<file path="src/rtl/kbd_cmd_pkg.sv">
// Shared types, ASCII constants and the command-to-key mapping for the keyboard command encoder.
package kbd_cmd_pkg;

    typedef enum logic [2:0] {
        CMD_D = 3'd0,
        CMD_E = 3'd1,
        CMD_B = 3'd2,
        CMD_F = 3'd3,
        CMD_R = 3'd4
    } cmd_code_t;

    typedef enum logic [1:0] {
        ST_IDLE = 2'd0,
        ST_HOLD = 2'd1,
        ST_GAP  = 2'd2
    } state_t;

    localparam logic [7:0] ASCII_D_UPPER = 8'h44;
    localparam logic [7:0] ASCII_E_UPPER = 8'h45;
    localparam logic [7:0] ASCII_B_UPPER = 8'h42;
    localparam logic [7:0] ASCII_F_UPPER = 8'h46;
    localparam logic [7:0] ASCII_R_UPPER = 8'h52;
    localparam logic [7:0] ASCII_D_LOWER = 8'h64;
    localparam logic [7:0] ASCII_E_LOWER = 8'h65;
    localparam logic [7:0] ASCII_B_LOWER = 8'h62;
    localparam logic [7:0] ASCII_F_LOWER = 8'h66;
    localparam logic [7:0] ASCII_R_LOWER = 8'h72;

    // Codes above CMD_R have no key assigned and are dropped at the input.
    function automatic logic cmd_is_valid(input logic [2:0] code);
        return (code <= 3'(CMD_R));
    endfunction

    // Translate a queued command into the key byte placed on kbd.
    function automatic logic [7:0] cmd_to_ascii(input logic [2:0] code, input logic upper);
        logic [7:0] ch;
        ch = 8'h00;
        case (code)
            CMD_D:   ch = upper ? ASCII_D_UPPER : ASCII_D_LOWER;
            CMD_E:   ch = upper ? ASCII_E_UPPER : ASCII_E_LOWER;
            CMD_B:   ch = upper ? ASCII_B_UPPER : ASCII_B_LOWER;
            CMD_F:   ch = upper ? ASCII_F_UPPER : ASCII_F_LOWER;
            CMD_R:   ch = upper ? ASCII_R_UPPER : ASCII_R_LOWER;
            default: ch = 8'h00;
        endcase
        return ch;
    endfunction

endpackage

</file>
<file path="src/rtl/cmd_fifo.sv">
// Small synchronous FIFO holding accepted command codes until the key FSM is ready for them.
module cmd_fifo #(
    parameter int DEPTH = 4,
    parameter int WIDTH = 3
) (
    input  logic                     clk,
    input  logic                     reset_n,
    input  logic                     push,
    input  logic [WIDTH-1:0]         push_data,
    input  logic                     pop,
    output logic [WIDTH-1:0]         pop_data,
    output logic                     full,
    output logic                     empty,
    output logic [$clog2(DEPTH):0]   count
);
    import kbd_cmd_pkg::*;

    localparam int AW = $clog2(DEPTH);
    localparam int CW = AW + 1;
    localparam logic [CW-1:0] FULL_COUNT = CW'(DEPTH);

    logic [WIDTH-1:0] mem [DEPTH];
    logic [AW-1:0]    wr_ptr;
    logic [AW-1:0]    rd_ptr;
    logic             do_push;
    logic             do_pop;

    // A push into a full queue is only honoured when a pop frees a slot on the same edge.
    assign do_pop   = pop && !empty;
    assign do_push  = push && (!full || do_pop);
    assign full     = (count == FULL_COUNT);
    assign empty    = (count == '0);
    assign pop_data = mem[rd_ptr];

    // Pointers wrap naturally because DEPTH is a power of two; count tracks occupancy.
    always_ff @(posedge clk) begin
        if (!reset_n) begin
            wr_ptr <= '0;
            rd_ptr <= '0;
            count  <= '0;
        end else begin
            if (do_push) begin
                wr_ptr <= wr_ptr + AW'(1);
            end
            if (do_pop) begin
                rd_ptr <= rd_ptr + AW'(1);
            end
            case ({do_push, do_pop})
                2'b10:   count <= count + CW'(1);
                2'b01:   count <= count - CW'(1);
                default: count <= count;
            endcase
        end
    end

    // Storage needs no reset; only entries between the pointers are ever read.
    always_ff @(posedge clk) begin
        if (do_push) begin
            mem[wr_ptr] <= push_data;
        end
    end

endmodule

</file>
<file path="src/rtl/kbd_cmd_encoder.sv">
// Turns queued single-letter commands into timed key presses: each key is held, then released for a gap.
module kbd_cmd_encoder #(
    parameter int HOLD_CYCLES = 4,
    parameter int GAP_CYCLES  = 2,
    parameter int FIFO_DEPTH  = 4,
    parameter bit UPPER       = 1'b1
) (
    input  logic       clk,
    input  logic       reset_n,
    input  logic       cmd_valid,
    input  logic [2:0] cmd_code,
    output logic       cmd_ready,
    output logic [7:0] kbd,
    output logic       kbd_valid,
    output logic       busy,
    output logic       err_invalid
);
    import kbd_cmd_pkg::*;

    localparam int CW = $clog2(FIFO_DEPTH) + 1;
    localparam logic [7:0] HOLD_LAST = 8'(HOLD_CYCLES - 1);
    localparam logic [7:0] GAP_LAST  = 8'(GAP_CYCLES - 1);

    state_t          state;
    state_t          state_next;
    logic [7:0]      cnt;
    logic [7:0]      cnt_next;
    logic [7:0]      kbd_next;
    logic            kbd_valid_next;
    logic            handshake;
    logic            fifo_push;
    logic            fifo_pop;
    logic            fifo_full;
    logic            fifo_empty;
    logic [CW-1:0]   fifo_count;
    logic [2:0]      head_code;

    assign handshake = cmd_valid && cmd_ready;
    assign fifo_push = handshake && cmd_is_valid(cmd_code);
    assign cmd_ready = !fifo_full;
    assign busy      = (state != ST_IDLE) || (fifo_count != '0);

    cmd_fifo #(
        .DEPTH (FIFO_DEPTH),
        .WIDTH (3)
    ) u_fifo (
        .clk       (clk),
        .reset_n   (reset_n),
        .push      (fifo_push),
        .push_data (cmd_code),
        .pop       (fifo_pop),
        .pop_data  (head_code),
        .full      (fifo_full),
        .empty     (fifo_empty),
        .count     (fifo_count)
    );

    // Next-state logic: pop and present a key from IDLE, count out the hold, then count out the gap.
    always_comb begin
        state_next     = state;
        cnt_next       = cnt;
        kbd_next       = kbd;
        kbd_valid_next = kbd_valid;
        fifo_pop       = 1'b0;
        case (state)
            ST_IDLE: begin
                if (!fifo_empty) begin
                    fifo_pop       = 1'b1;
                    kbd_next       = cmd_to_ascii(head_code, UPPER);
                    kbd_valid_next = 1'b1;
                    cnt_next       = 8'd0;
                    state_next     = ST_HOLD;
                end
            end
            ST_HOLD: begin
                if (cnt == HOLD_LAST) begin
                    kbd_next       = 8'h00;
                    kbd_valid_next = 1'b0;
                    cnt_next       = 8'd0;
                    state_next     = ST_GAP;
                end else begin
                    cnt_next = cnt + 8'd1;
                end
            end
            ST_GAP: begin
                if (cnt == GAP_LAST) begin
                    cnt_next   = 8'd0;
                    state_next = ST_IDLE;
                end else begin
                    cnt_next = cnt + 8'd1;
                end
            end
            default: begin
                kbd_next       = 8'h00;
                kbd_valid_next = 1'b0;
                cnt_next       = 8'd0;
                state_next     = ST_IDLE;
            end
        endcase
    end

    // State, counter and registered outputs; err_invalid pulses for the cycle after a dropped code.
    always_ff @(posedge clk) begin
        if (!reset_n) begin
            state       <= ST_IDLE;
            cnt         <= 8'd0;
            kbd         <= 8'h00;
            kbd_valid   <= 1'b0;
            err_invalid <= 1'b0;
        end else begin
            state       <= state_next;
            cnt         <= cnt_next;
            kbd         <= kbd_next;
            kbd_valid   <= kbd_valid_next;
            err_invalid <= handshake && !cmd_is_valid(cmd_code);
        end
    end

endmodule

</file>
<file path="config.mk">
export PLATFORM = sky130hd
export DESIGN_NAME = kbd_cmd_encoder
export DESIGN_NICKNAME = d
export VERILOG_FILES = /design/src/rtl/kbd_cmd_pkg.sv /design/src/rtl/cmd_fifo.sv /design/src/rtl/kbd_cmd_encoder.sv
export SDC_FILE = /design/constraint.sdc
export NUM_CORES = 1
export LEC_CHECK = 0
export ABC_AREA = 1
export CAP_MARGIN = 40
export CORE_MARGIN = 3
export CORE_UTILIZATION = 55
export DETAILED_ROUTE_END_ITERATION = 8
export PLACE_DENSITY = 0.83
export REMOVE_ABC_BUFFERS = 1
export SLEW_MARGIN = 30
export SYNTH_ARGS = -nofsm -noshare
export SYNTH_HDL_FRONTEND = slang
export SYNTH_SLANG_ARGS = --single-unit
export TNS_END_PERCENT = 10
</file>
<file path="constraint.sdc">
create_clock -name clk -period 4.8 [get_ports clk]
set_clock_uncertainty 0.2 [all_clocks]
set_input_delay 0.48 -clock clk [delete_from_list [all_inputs] [get_ports clk]]
set_output_delay 0.48 -clock clk [all_outputs]
set_load 0.005 [all_outputs]
</file>
## After elaboration in Yosys (flattened, before gate mapping)

Memories as Yosys holds them, arrays and structs flattened. A register that Yosys moved wholly into a read port is not among the register bits.
Index checks and enable logic that the tools add are counted.
W data, S select, Z words.

| word-level totals | value |
|---|---|
| register bits after elaboration | 27 |
| memory bits (writable) | 12 |
| input bits | 6 |
| output and inout bits | 12 |
| word-level logic and storage cells | 70 |
| memories kept | 1 |

| operators by class | value |
|---|---|
| $add $sub $neg | 5 |
| magnitude comparators | 1 |
| equal/unequal tests | 14 |
| muxes and demuxes | 22 |
| bitwise operators | 1 |
| reductions and logical operators | 18 |

Memories:

| memory | depth | width | read ports | clocked after memory_dff | wr ports | RTL line | text |
|---|---|---|---|---|---|---|---|
| u_fifo.mem | 4 | 3 | 1 | 1 | 1 | cmd_fifo.sv:22 | `logic [WIDTH-1:0] mem [DEPTH];` |

Operator list:

| kind | count |
|---|---|
| $pmux W8 S3 | 2 |
| $mux W8 | 5 |
| $pmux W7 S5 | 1 |
| $mux W2 | 5 |
| $add A8 B1 Y8 const B | 1 |
| $eq A8 B1 Y1 const B | 1 |
| $eq A8 B2 Y1 const B | 1 |
| $eq A3 B2 Y1 const B | 2 |
| $eq A3 B3 Y1 const B | 2 |
| $logic_not A3 Y1 | 2 |
| $mux W1 | 6 |
| $ne A2 B2 Y1 const B | 3 |
| $pmux W2 S3 | 1 |
| $pmux W3 S2 | 1 |
| $reduce_and A3 Y1 | 2 |
| $logic_and A1 B1 Y1 | 5 |
| $add A2 B1 Y2 const B | 2 |
| $eq A2 B1 Y1 const B | 2 |
| $eq A2 B2 Y1 const B | 2 |
| $reduce_bool A2 Y1 | 2 |
| $add A3 B1 Y3 const B | 1 |
| $eq A3 B1 Y1 const B | 1 |
| $le A3 B3 Y1 const B | 1 |
| $logic_not A1 Y1 | 3 |
| 6 further kinds | 7 |

## Logic depth before layout (Yosys ltp)

| depth | value |
|---|---|
| depth in word-level cells | 8 |
| gate-level depth with buffers | 11 |
| mapped depth without buffers | 11 |

## By module

A second synthesis with hierarchy kept.

| unflattened totals | value |
|---|---|
| cells, all modules | 240 |
| area total of the unflattened synthesis | 1956.9 um2 |

By module, submodules not included:

| module | times used | cells each | area an instance (um2) | seq. area each (um2) |
|---|---|---|---|---|
| kbd_cmd_encoder | 1 | 137 | 997.2 | 340.3 |
| cmd_fifo | 1 | 103 | 959.7 | 540.5 |

## Worst setup path before layout

OpenSTA, ideal clock, no wires.

| path | value |
|---|---|
| path type | reg2reg |
| start | register u_fifo.count[0] |
| end | register u_fifo.count[2] |
| library setup time | 0.122 ns |
| data arrival time | 1.717 ns |
| required time | 4.478 ns |
| slack | 2.761 ns |
| stages on the path, launching flop included | 11 |
| buffers on the path | 0 |
| period minus slack after synthesis | 2.039 ns |
| path through | dfxtp_1 > nor2_1 > nand2_1 > nand3_2 > ha_1 > inv_1 > fa_1 > a21oi_1 > o21ai_0 > o21ai_0 > a21oi_1 |

| on the way | value |
|---|---|
| elaborated cells between the ends (all ways) | 17 |
| classes of those cells | add/sub (2); eq/ne (3); mux (3); reduce/logical (9) |

RTL lines:

| element | RTL line | text |
|---|---|---|
| start, declared | cmd_fifo.sv:14 | `output logic [$clog2(DEPTH):0] count` |
| start signal, assigned | cmd_fifo.sv:49 | `2'b10: count <= count + CW'(1);` |
| start signal, assigned | cmd_fifo.sv:50 | `2'b01: count <= count - CW'(1);` |
| start signal, assigned | cmd_fifo.sv:51 | `default: count <= count;` |
| $eq A3 B3 Y1 * | cmd_fifo.sv:31 | `assign full = (count == FULL_COUNT);` |
| $logic_not A1 Y1 * | kbd_cmd_encoder.sv:40 | `assign cmd_ready = !fifo_full;` |
| net cmd_ready | kbd_cmd_encoder.sv:12 | `output logic cmd_ready,` |
| $logic_and A1 B1 Y1 | kbd_cmd_encoder.sv:38 | `assign handshake = cmd_valid && cmd_ready;` |
| $logic_and A1 B1 Y1 | kbd_cmd_encoder.sv:39 | `assign fifo_push = handshake && cmd_is_valid(cmd_code);` |
| $logic_and A1 B1 Y1 * | cmd_fifo.sv:30 | `assign do_push = push && (!full \|\| do_pop);` |
| $eq A2 B1 Y1 or $eq A2 B2 Y1 (tied branches) | cmd_fifo.sv:48 | `case ({do_push, do_pop})` |
| $pmux W3 S2 or $reduce_bool A2 Y1 (tied branches) | n/a |  |

The timed path passes the listed nets; every way through them passes the cells marked *.
A chain may end at the register's enable or synchronous reset.

## Final worst setup path

| path | value |
|---|---|
| start | register state[0] |
| end | output busy |

| on the way | value |
|---|---|
| word-level cells in the longest chain between the ends | 2 |

RTL lines:

| element | RTL line | text |
|---|---|---|
| start, declared | kbd_cmd_encoder.sv:24 | `state_t state;` |
| start signal, assigned | kbd_cmd_encoder.sv:111 | `state <= state_next;` |
| $reduce_bool A2 Y1 | kbd_cmd_encoder.sv:41 | `assign busy = (state != ST_IDLE) \|\| (fifo_count != '0);` |
| $logic_or A1 B1 Y1 | kbd_cmd_encoder.sv:41 |  |
| end, declared | kbd_cmd_encoder.sv:15 | `output logic busy,` |

No other way between the ends.

==> results.ini <==
[logic_synthesis]
ys_warn_count=0
ys_seq_elements=38
synth-async-reset-ratio=0
ys_types=29
synth_area_leaders=dfxtp_1 29%, edfxtp_1 20%, nand2_1 8.8%, ha_1 7.5%, inv_1 6.0%
synth_top_area_cell=dfxtp_1
synth_top_cells_by_count=43 x nand2_1, 29 x inv_1, 26 x dfxtp_1
synth.most_common_cell=nand2_1
syn_area_um2=1830
syn_inst=215
synth_seq_area_share=0.483
synth_edf_count=12
synthFlopType=dfxtp_1
avgSynthCellArea_um2=8.49
synth_top_area_frac=0.285

[global_routing]
grtUsageTotal=0.168
grt_pass1_vias=1272
grt_pass1_wl_mm=5.37
antenna_found_initial=0
grt_max_degree=14
gr-total-overflow=0

[timing]
fin_tns_setup_ns=0
min_period_ns=2.66
hold_viol=0
setup_viol=0
fmax_mhz=376
grt_setup_unrepaired=no
drv_slew=0
fin_ws_ns=2.14
fin_crit_sh=0.553

[cts]
post_cts_buffers=0
htree_num_levels=2
cts_made_buffers=5
ctsRootBufferMaster=clkbuf_4
cts_tree=yes
clkTransAtPathRegs_ns=0.11
cts_sinks=38
holdBufCountCts=0
clock_path_buffers=2
post_cts_resized=0
clk_latency_ns=0.35

[run_status]
run_status=complete, no violations

[drt]
dr.pass1.iters=4
drc=0
wl_mm=3.04
wl_per_cell_um=10.9
vias=1390
ant_nets=0
drt-initial-drc-count=80
vias_per_cell=5.00

[worst_setup_path]
crit_type=flop to primary output
cp-start-kind=flop
end_kind=primary output
cp_data_required_time_ns=4.12
worstPathArrival_ns=1.98
path_max_fanout=11

[pwr]
peakVddDrop_mv=0.255
power_mw=1.11
power_density_nw_per_um2=536
p_leak_nw=0.839

[final_layout]
final_core_util=0.668
fin_nets=251
antennaDiodeCount=0
drive_above_1_share=0.0855
fillers=273
area_growth_syn_to_layout_pct=13.6

[floorplanning]
io_pins=18
core.rowCount=20
start_util=0.588
die_y_um=63.6
die_w_um=63.6
design.die.area_um2=4050
coreArea_um2=3100

[place]
place_congestion=0.840
pre_cts_ws_ns=2.01
dp_hpwl_mm=2.28
port-buffer-count=14

[hold_path]
hold_class=flop to flop

[run]
drv_cap=0

per-layer routing:
layer  global-route usage  part of all wire  up-vias
li1                     -                 -      728
met1                0.200              0.46      635
met2                0.287              0.49       22
met3               0.0499             0.040        5
met4               0.0593            0.0099        0
met5                    0                 0        -
sequential cells by signal (all words and copies together), names as in the netlist, named ones only:
signal and count:
u_fifo.mem 12, cnt 8, kbd 5, u_fifo.count 3
state 2, u_fifo.rd_ptr 2, u_fifo.wr_ptr 2, err_invalid 1
kbd_valid 1
logic make-up (layout without fill, tap and decap cells):
kind of cell | after synthesis | count (layout) | share of synthesized area
AO/OA/AOI/OAI | 38 | 38 | 0.112
flip-flops | 38 | 38 | 0.483
XOR/XNOR | 2 | 2 | 0.00960
adder cells (fa/ha/maj) | 12 | 12 | 0.0864
buffers and inverters | 35 | 52 | 0.0822
other | 1 | 3 | 0.00205
AND/OR/NAND/NOR | 89 | 89 | 0.225
where the power goes:
group	total [mW]	leakage (nW)	switching, mW	internal, mW
Combinational	0.463	0.480	0.287	0.176
Clock	0.219	0.0374	0.110	0.109
Sequential	0.430	0.322	0.0387	0.391
critical path, cell delays in order (launching register included):
cell and delay, ns:
dfxtp_1 0.36, inv_1 0.09, ha_1 0.24, nand3_1 0.35, clkdlybuf4s50_1 0.59
through the flow:
stage	hold slack, ns	cells	cell area, um2
after floorplan	0.236	212	1800
after global placement	0.252	270	1990
after detailed placement	0.255	270	1990
after CTS	0.273	278	2070
after global routing	0.293	278	2070
final	0.270	278	2070
cells in the final DEF, fill, tap and decap left out:
cell type / n
o22ai_1: 1
fa_1: 1
nand3_1: 9
clkinvlp_4: 2
o21ai_0: 14
nand2_4: 1
clkbuf_4: 5
nand3_2: 3
xor2_1: 1
nand2_1: 43
nor2_1: 24
bufinv_16: 1
conb_1: 3
nor2_2: 1
ha_1: 11
inv_1: 29
clkdlybuf4s50_1: 14
o21ai_1: 2
edfxtp_1: 12
dfxtp_1: 26
o21ai_4: 1
nor2_8: 1
o21bai_1: 1
nor3_1: 1
xnor2_1: 1
nand2_2: 3
nor3_2: 1
nand4_1: 2
inv_2: 1
a21oi_1: 19
area by class of cell:
class	count	area (um2)	area share
sequential	38	881	0.425
clock inverter	3	45.0	0.0217
clock buffer	5	37.5	0.0181
timing repair buffer	14	140	0.0676
inverter	30	113	0.0543
multi-input combinational	144	802	0.387
tap	44	55.1	0.0266
worst paths after layout:
path,cells past startpoint,from,end,slack (ns)
setup reg to reg,10,u_fifo.count[0],u_fifo.count[2],2.52
hold reg to reg,2,kbd[2],kbd[2],0.27
setup / recovery,4,state[0],busy,2.14
hold / removal,2,kbd[2],kbd[2],0.27
(Power assumes the default switching activity.)
